--- config.mk ---
export PLATFORM = sky130hd
export DESIGN_NAME = ram_burst_if
export DESIGN_NICKNAME = d
export VERILOG_FILES = /design/src/rtl/ram_burst_if.sv
export SDC_FILE = /design/constraint.sdc
export NUM_CORES = 1
export LEC_CHECK = 0
export CAP_MARGIN = 20
export CORE_MARGIN = 2
export CORE_UTILIZATION = 40
export CTS_CLUSTER_SIZE = 25
export DETAILED_ROUTE_END_ITERATION = 8
export GPL_TIMING_DRIVEN = 0
export PLACE_DENSITY_LB_ADDON = 0.12
export SYNTH_ARGS = -nofsm -noshare
export SYNTH_HDL_FRONTEND = slang
export SYNTH_SLANG_ARGS = --single-unit
--- constraint.sdc ---
create_clock -name cache_clk -period 7.6 [get_ports cache_clk]
set_clock_uncertainty 0.2 [all_clocks]
set_input_delay 1.52 -clock cache_clk [delete_from_list [all_inputs] [get_ports cache_clk]]
set_output_delay 1.52 -clock cache_clk [all_outputs]
set_load 0.05 [all_outputs]
--- src/rtl/ram_burst_if.sv ---
// ram_burst_if: splits a cache line read/write into an MSB-first burst of
// narrow RAM beats, one aval/rack handshake per beat, with a per-beat
// timeout that aborts the burst and reports err alongside ack.
module ram_burst_if #(
   parameter int LINE_W  = 64,
   parameter int RAM_W   = 8,
   parameter int ADDR_W  = 13,
   parameter int TIMEOUT = 16
) (
   input  logic              cache_clk,
   input  logic              reset_n,
   input  logic              wr,
   input  logic              rd,
   input  logic [ADDR_W-1:0] addr_c,
   input  logic [LINE_W-1:0] wdata_c,
   output logic [LINE_W-1:0] rdata_c,
   output logic              ack,
   output logic              err,
   output logic              busy,
   output logic [ADDR_W-1:0] addr_r,
   output logic [RAM_W-1:0]  wdata_r,
   output logic              rnw,
   output logic              aval,
   input  logic [RAM_W-1:0]  rdata_r,
   input  logic              rack
);
   localparam int BEATS  = LINE_W / RAM_W;
   localparam int BEAT_W = $clog2(BEATS);
   localparam int WAIT_W = $clog2(TIMEOUT + 1);
   localparam logic [BEAT_W-1:0] LAST_BEAT = BEAT_W'(BEATS - 1);
   localparam logic [WAIT_W-1:0] WAIT_LAST = WAIT_W'(TIMEOUT - 1);

   typedef enum logic [2:0] {IDLE, ISSUE, WAIT, DONE, ABORT} state_t;

   state_t            state_reg, state_next;
   logic [ADDR_W-1:0] base_reg, base_next;
   logic [LINE_W-1:0] wline_reg, wline_next;
   logic              is_read_reg, is_read_next;
   logic [BEAT_W-1:0] beat_reg, beat_next;
   logic [WAIT_W-1:0] wait_reg, wait_next;
   logic [LINE_W-1:0] rbuf_reg;
   logic [LINE_W-1:0] line_in;
   logic              capture;
   logic [RAM_W-1:0]  wbeat [BEATS];

   logic [LINE_W-1:0] rdata_c_next;
   logic [ADDR_W-1:0] addr_r_next;
   logic [RAM_W-1:0]  wdata_r_next;
   logic              ack_next, err_next, busy_next, rnw_next, aval_next;

   // Per-beat slicing: beat k maps to line bits counted down from the MSB.
   // line_in is the read buffer with the current beat's rdata_r merged in,
   // so the final beat reaches rdata_c on the same edge that raises ack.
   generate
      for (genvar gi = 0; gi < BEATS; gi++) begin : g_beat
         assign wbeat[gi] = wline_next[LINE_W-1-gi*RAM_W -: RAM_W];
         assign line_in[LINE_W-1-gi*RAM_W -: RAM_W] =
            (capture && beat_reg == BEAT_W'(gi)) ? rdata_r
                                                  : rbuf_reg[LINE_W-1-gi*RAM_W -: RAM_W];
      end
   endgenerate

   // State register
   always_ff @(posedge cache_clk or negedge reset_n) begin
      if (!reset_n) state_reg <= IDLE;
      else          state_reg <= state_next;
   end

   // Next-state logic: rack only matters in WAIT
   always_comb begin
      state_next = state_reg;
      case (state_reg)
         IDLE:    if (wr || rd) state_next = ISSUE;
         ISSUE:   state_next = WAIT;
         WAIT: begin
            if (rack)                   state_next = (beat_reg == LAST_BEAT) ? DONE : ISSUE;
            else if (wait_reg == WAIT_LAST) state_next = ABORT;
         end
         DONE:    state_next = IDLE;
         ABORT:   state_next = IDLE;
         default: state_next = IDLE;
      endcase
   end

   // Request latch, beat/wait counters and read-capture enable
   always_comb begin
      base_next    = base_reg;
      wline_next   = wline_reg;
      is_read_next = is_read_reg;
      beat_next    = beat_reg;
      wait_next    = wait_reg;
      capture      = 1'b0;
      case (state_reg)
         IDLE: begin
            if (wr) begin
               base_next    = addr_c;
               wline_next   = wdata_c;
               is_read_next = 1'b0;
               beat_next    = '0;
            end else if (rd) begin
               base_next    = addr_c;
               wline_next   = wdata_c;
               is_read_next = 1'b1;
               beat_next    = '0;
            end
         end
         ISSUE: wait_next = '0;
         WAIT: begin
            if (rack) begin
               capture = is_read_reg;
               if (beat_reg != LAST_BEAT) beat_next = beat_reg + 1'b1;
            end else begin
               wait_next = wait_reg + 1'b1;
            end
         end
         default: ;
      endcase
   end

   // Output values for the next cycle, derived from the state being entered
   always_comb begin
      aval_next    = (state_next == ISSUE);
      ack_next     = (state_next == DONE) || (state_next == ABORT);
      err_next     = (state_next == ABORT);
      busy_next    = (state_next != IDLE);
      addr_r_next  = addr_r;
      wdata_r_next = wdata_r;
      rnw_next     = rnw;
      rdata_c_next = rdata_c;
      if (state_next == ISSUE) begin
         addr_r_next  = base_next + ADDR_W'(beat_next);
         wdata_r_next = wbeat[beat_next];
         rnw_next     = is_read_next;
      end
      if (state_next == DONE && is_read_reg) rdata_c_next = line_in;
   end

   // Datapath and output registers
   always_ff @(posedge cache_clk or negedge reset_n) begin
      if (!reset_n) begin
         base_reg    <= '0;
         wline_reg   <= '0;
         is_read_reg <= 1'b0;
         beat_reg    <= '0;
         wait_reg    <= '0;
         rbuf_reg    <= '0;
         rdata_c     <= '0;
         addr_r      <= '0;
         wdata_r     <= '0;
         rnw         <= 1'b0;
         aval        <= 1'b0;
         ack         <= 1'b0;
         err         <= 1'b0;
         busy        <= 1'b0;
      end else begin
         base_reg    <= base_next;
         wline_reg   <= wline_next;
         is_read_reg <= is_read_next;
         beat_reg    <= beat_next;
         wait_reg    <= wait_next;
         rbuf_reg    <= line_in;
         rdata_c     <= rdata_c_next;
         addr_r      <= addr_r_next;
         wdata_r     <= wdata_r_next;
         rnw         <= rnw_next;
         aval        <= aval_next;
         ack         <= ack_next;
         err         <= err_next;
         busy        <= busy_next;
      end
   end
endmodule

==> flow_summary.yaml <==
synthesis:
  synth_simple_gate_area_share_pct: 7.549
  synth_seq_cells: 235
  synth_edf_count: 0
  count_of_unique_library_cells_instantiated_by_yosys: 54
  synth_area_in_compound_gates_pct: 5.779
  number_of_standard_cells_after_synthesis: 743
  synthMuxAreaShare_pct: 22.50
  synth.top_cell.area_share_pct: 59.43
  synthesis.nets: 843
  yosysWarningCount: 0
  dominantRegCellSynth: "sky130_fd_sc_hd__dfrtp_1"
  postSynth.asyncResetShare_pct: 100.0
  synth_top_cells_by_area: "sky130_fd_sc_hd__dfrtp_1, sky130_fd_sc_hd__mux2_2, sky130_fd_sc_hd__nand2_1"
  synth_seq_area_share_pct: 59.43
  yosysTopAreaCell: "sky130_fd_sc_hd__dfrtp_1"
  adder_cell_share_of_the_synthesized_area_pct: 1.340
  synth.cell_area_um2: 9894
  main_combinational_cell_family_by_area_after_synthesis: "multiplexers"
  synth_area_per_cell_um2: 13.32
  synthXorXnorAreaFrac_pct: 0.7967
sta:
  final_min_period_over_clock_period_pct: 63.92
  grt_setup_unrepaired: "false"
  finalMaxSlewViolations: 0
  worst_hold_slack_ns: 0.2709
  max_freq_mhz: 205.8
  final_hold_violating_endpoints: 0
  finalCriticalPeriod_ns: 4.858
  timing.final.setup_violations: 0
  postLayoutSetupSlackWorst_ns: 2.742
  worst_slew_pin_slew_ns: 0.9403
  relSlewSlack_pct: 36.65
route:
  drt_drc_violations_left: 0
  post_drt_wl_per_cell_um: 18.43
  final_antenna_net_count: 0
  initialDrtViolationCount: 291
  drt-pass1-iter-count: 4
  total_wirelength_of_the_detailed_routed_design_mm: 23.85
  detailroute.via_count: 6437
  vias_per_cell: 4.974
placement:
  numPlacedInstances: 1248
  number_of_buffers_added_on_ports: 178
  detailedPlace.worstSlack_ns: 2.211
  place_hpwl_mm: 16.30
  gp_congestion: 0.7544
power_and_ir_drop:
  sw_frac_of_total_pct: 36.28
  p_total_uw: 5127
  power.net_switching_uw: 1860
  total_leakage_power_uw: 0.006015
  seq_power_share_pct: 35.2
  clockPowerShare_pct: 24.3
  power-per-cell-area_nw_per_um2: 394.2
  internal-power_uw: 3267
  maximum_resistive_drop_on_vdd_v: 0.0002124
  power.combinational.fraction_pct: 40.5
critical_path:
  setup.worst_path.start_class: "input port"
  critical_path_class: "input port to flop"
  arrival_ns: 5.04
  crit_family: "compound AO/OA/AOI/OAI gates"
  critical-path-max-stage-delay_ns: 0.46
  critPathMostFrequentCell: "sky130_fd_sc_hd__a21oi_1"
  worst_ep_required_time_ns: 7.78
  endpoint_kind: "flop"
  cp_cell_sequence: "clkdlybuf4s50_1, or2_2, clkbuf_1, a22oi_4, inv_2, o21ai_4, buf_6, ha_1, inv_1, fa_1, inv_1, a21oi_1, a21oi_1, nand4b_1, xor2_1, a21oi_1"
  cp_max_fo: 11
  worst-path-buf-inv: 6
  cp_slowest_cell: "sky130_fd_sc_hd__clkdlybuf4s50_1"
global_routing:
  grt_antenna_before_repair: 0
  grt_overflow: 0
  grt_max_degree: 119
  grt_first_pass_wirelength_mm: 38.20
  grt_util_all_layers_pct: 18.71
  first_global_vias: 6912
floorplan:
  floorplan.die.height_um: 161.3
  core_region_area_um2: 24320
  dieWidth_um: 161.3
  initial_core_util_pct: 40.69
  placementRows: 57
  design.die.area_um2: 26010
  design.portCount: 180
layout:
  number_of_inserted_diodes: 0
  fraction_of_final_layout_cells_with_drive_strength_greater_than_1_pct: 26.19
  fin_nets: 1052
  area_growth_pct: 31.45
  final_instance_count_excl_fillers: 1294
run_status:
  run_status: "finished clean"
clocking:
  clock_tree.buffer_depth: 3
  postCtsResizedCells: 0
  ctsRootBufferMaster: "sky130_fd_sc_hd__clkbuf_16"
  ctsHoldBuffers: 0
  cts-buffers-inserted: 26
  insertion_delay_of_the_later_clocked_pin_in_the_worst_skew_pair_ns: 0.52
  tritoncts: "done"
  h_tree_lvl_count: 1
  cts.repair_timing.setup_buffer_count: 0
  path_clk_slew_ns: 0.06
  cts.sinks: 235
job:
  drv_cap: 0
worst_hold_path:
  timing.hold.worst.class: "flop to flop"
==> worst paths after layout <==
path	start	to	slack (ns)	cells after the start
worst max-delay path	rd	addr_r[12]	2.74	16
worst min-delay path	wline_reg[29]	wline_reg[29]	0.27	2
worst max register to register	state_reg[2]	addr_r[7]	3.69	14
worst min register to register	wline_reg[29]	wline_reg[29]	0.27	2
max in group asynchronous	reset_n	rdata_c[27]	5.34	3
min in group asynchronous	reset_n	wline_reg[36]	0.59	1
==> power groups by stage <==
stage                     Combinational [µW]  Sequential [µW]  Clock (µW)
final                                   2080             1800        1250
after global routing                    2250             1850        1330
after CTS                               2110             1810        1290
after detailed placement                2100             1830           0
after global placement                  2080             1820           0
after floorplan                         1080             2190           0
==> cell families after synthesis <==
group                    count (synthesis)
AO/OA/AOI/OAI                           75
adder cells (fa/ha/maj)                 10
multiplexers                           201
buffers and inverters                   48
AND/OR/NAND/NOR                        165
XOR/XNOR                                 9
flip-flops                             235
==> per-stage QoR <==
| stage | cell area, µm² | util (%) | setup TNS (ns) |
|---|---|---|---|
| 2_1_floorplan | 9894 | - | 0 |
| 3_3_place_gp | 12080 | 49.68 | -1302.16 |
| 3_5_place_dp | 12150 | 49.96 | 0 |
| 4_1_cts | 13010 | 53.48 | 0 |
| 5_1_grt | 13010 | 53.48 | 0 |
| 6_report | 13010 | 53.48 | 0 |
==> metal layers <==
layer  up-vias  global-route usage (%)  part of all wire, %
li1       3033                       -                    -
met1      3202                   26.22                   46
met2       171                   29.65                   46
met3        31                   4.571                  6.8
met4         0                   4.302                  1.6
met5         -                       0                    0
==> placed cells by master (no fill, tap or decap), types with 11 or more instances in the layout <==
cell type / count
sky130_fd_sc_hd__buf_2: 14
sky130_fd_sc_hd__clkbuf_1: 12
sky130_fd_sc_hd__inv_1: 13
sky130_fd_sc_hd__o21ai_0: 12
sky130_fd_sc_hd__nand2_1: 100
sky130_fd_sc_hd__dfrtp_1: 235
sky130_fd_sc_hd__clkdlybuf4s50_1: 177
sky130_fd_sc_hd__a22o_1: 11
sky130_fd_sc_hd__nor2_1: 19
sky130_fd_sc_hd__clkbuf_16: 27
sky130_fd_sc_hd__mux2_2: 171
sky130_fd_sc_hd__a21oi_1: 17
sky130_fd_sc_hd__mux2i_1: 30
sky130_fd_sc_hd__nand3_1: 12
==> synth_stat cells, types with 9 or more instances <==
cell,instances
sky130_fd_sc_hd__dfrtp_1,235
sky130_fd_sc_hd__mux2_2,171
sky130_fd_sc_hd__nand2_1,100
sky130_fd_sc_hd__mux2i_1,30
sky130_fd_sc_hd__nor2_1,19
sky130_fd_sc_hd__a21oi_1,17
sky130_fd_sc_hd__buf_2,14
sky130_fd_sc_hd__inv_1,13
sky130_fd_sc_hd__nand3_1,12
sky130_fd_sc_hd__o21ai_0,12
sky130_fd_sc_hd__a22o_1,11
sky130_fd_sc_hd__ha_1,9
==> layout make-up <==
| cell class | instances | area, µm² |
|---|---|---|
| plain buffers | 34 | 205.2 |
| clock buffers | 35 | 745.7 |
| clock inverters | 11 | 111.4 |
| fillers | 2122 | 11310 |
| inverters | 14 | 52.55 |
| multi-input cells | 460 | 3756 |
| flip-flops and latches | 235 | 5881 |
| well taps | 324 | 405.4 |
| repair buffers | 181 | 1849 |
==> worst register-to-register path, delay by kind of cell, from the launching register on <==
family,cells,cell delay (ns)
AND/OR/NAND/NOR,3,0.90
XOR/XNOR,1,0.15
adder cells (fa/ha/maj),1,0.31
flip-flops,1,0.39
multiplexers,1,0.32
AO/OA/AOI/OAI,4,0.72
buffers and inverters,4,0.79
(Power assumes the default switching activity.)
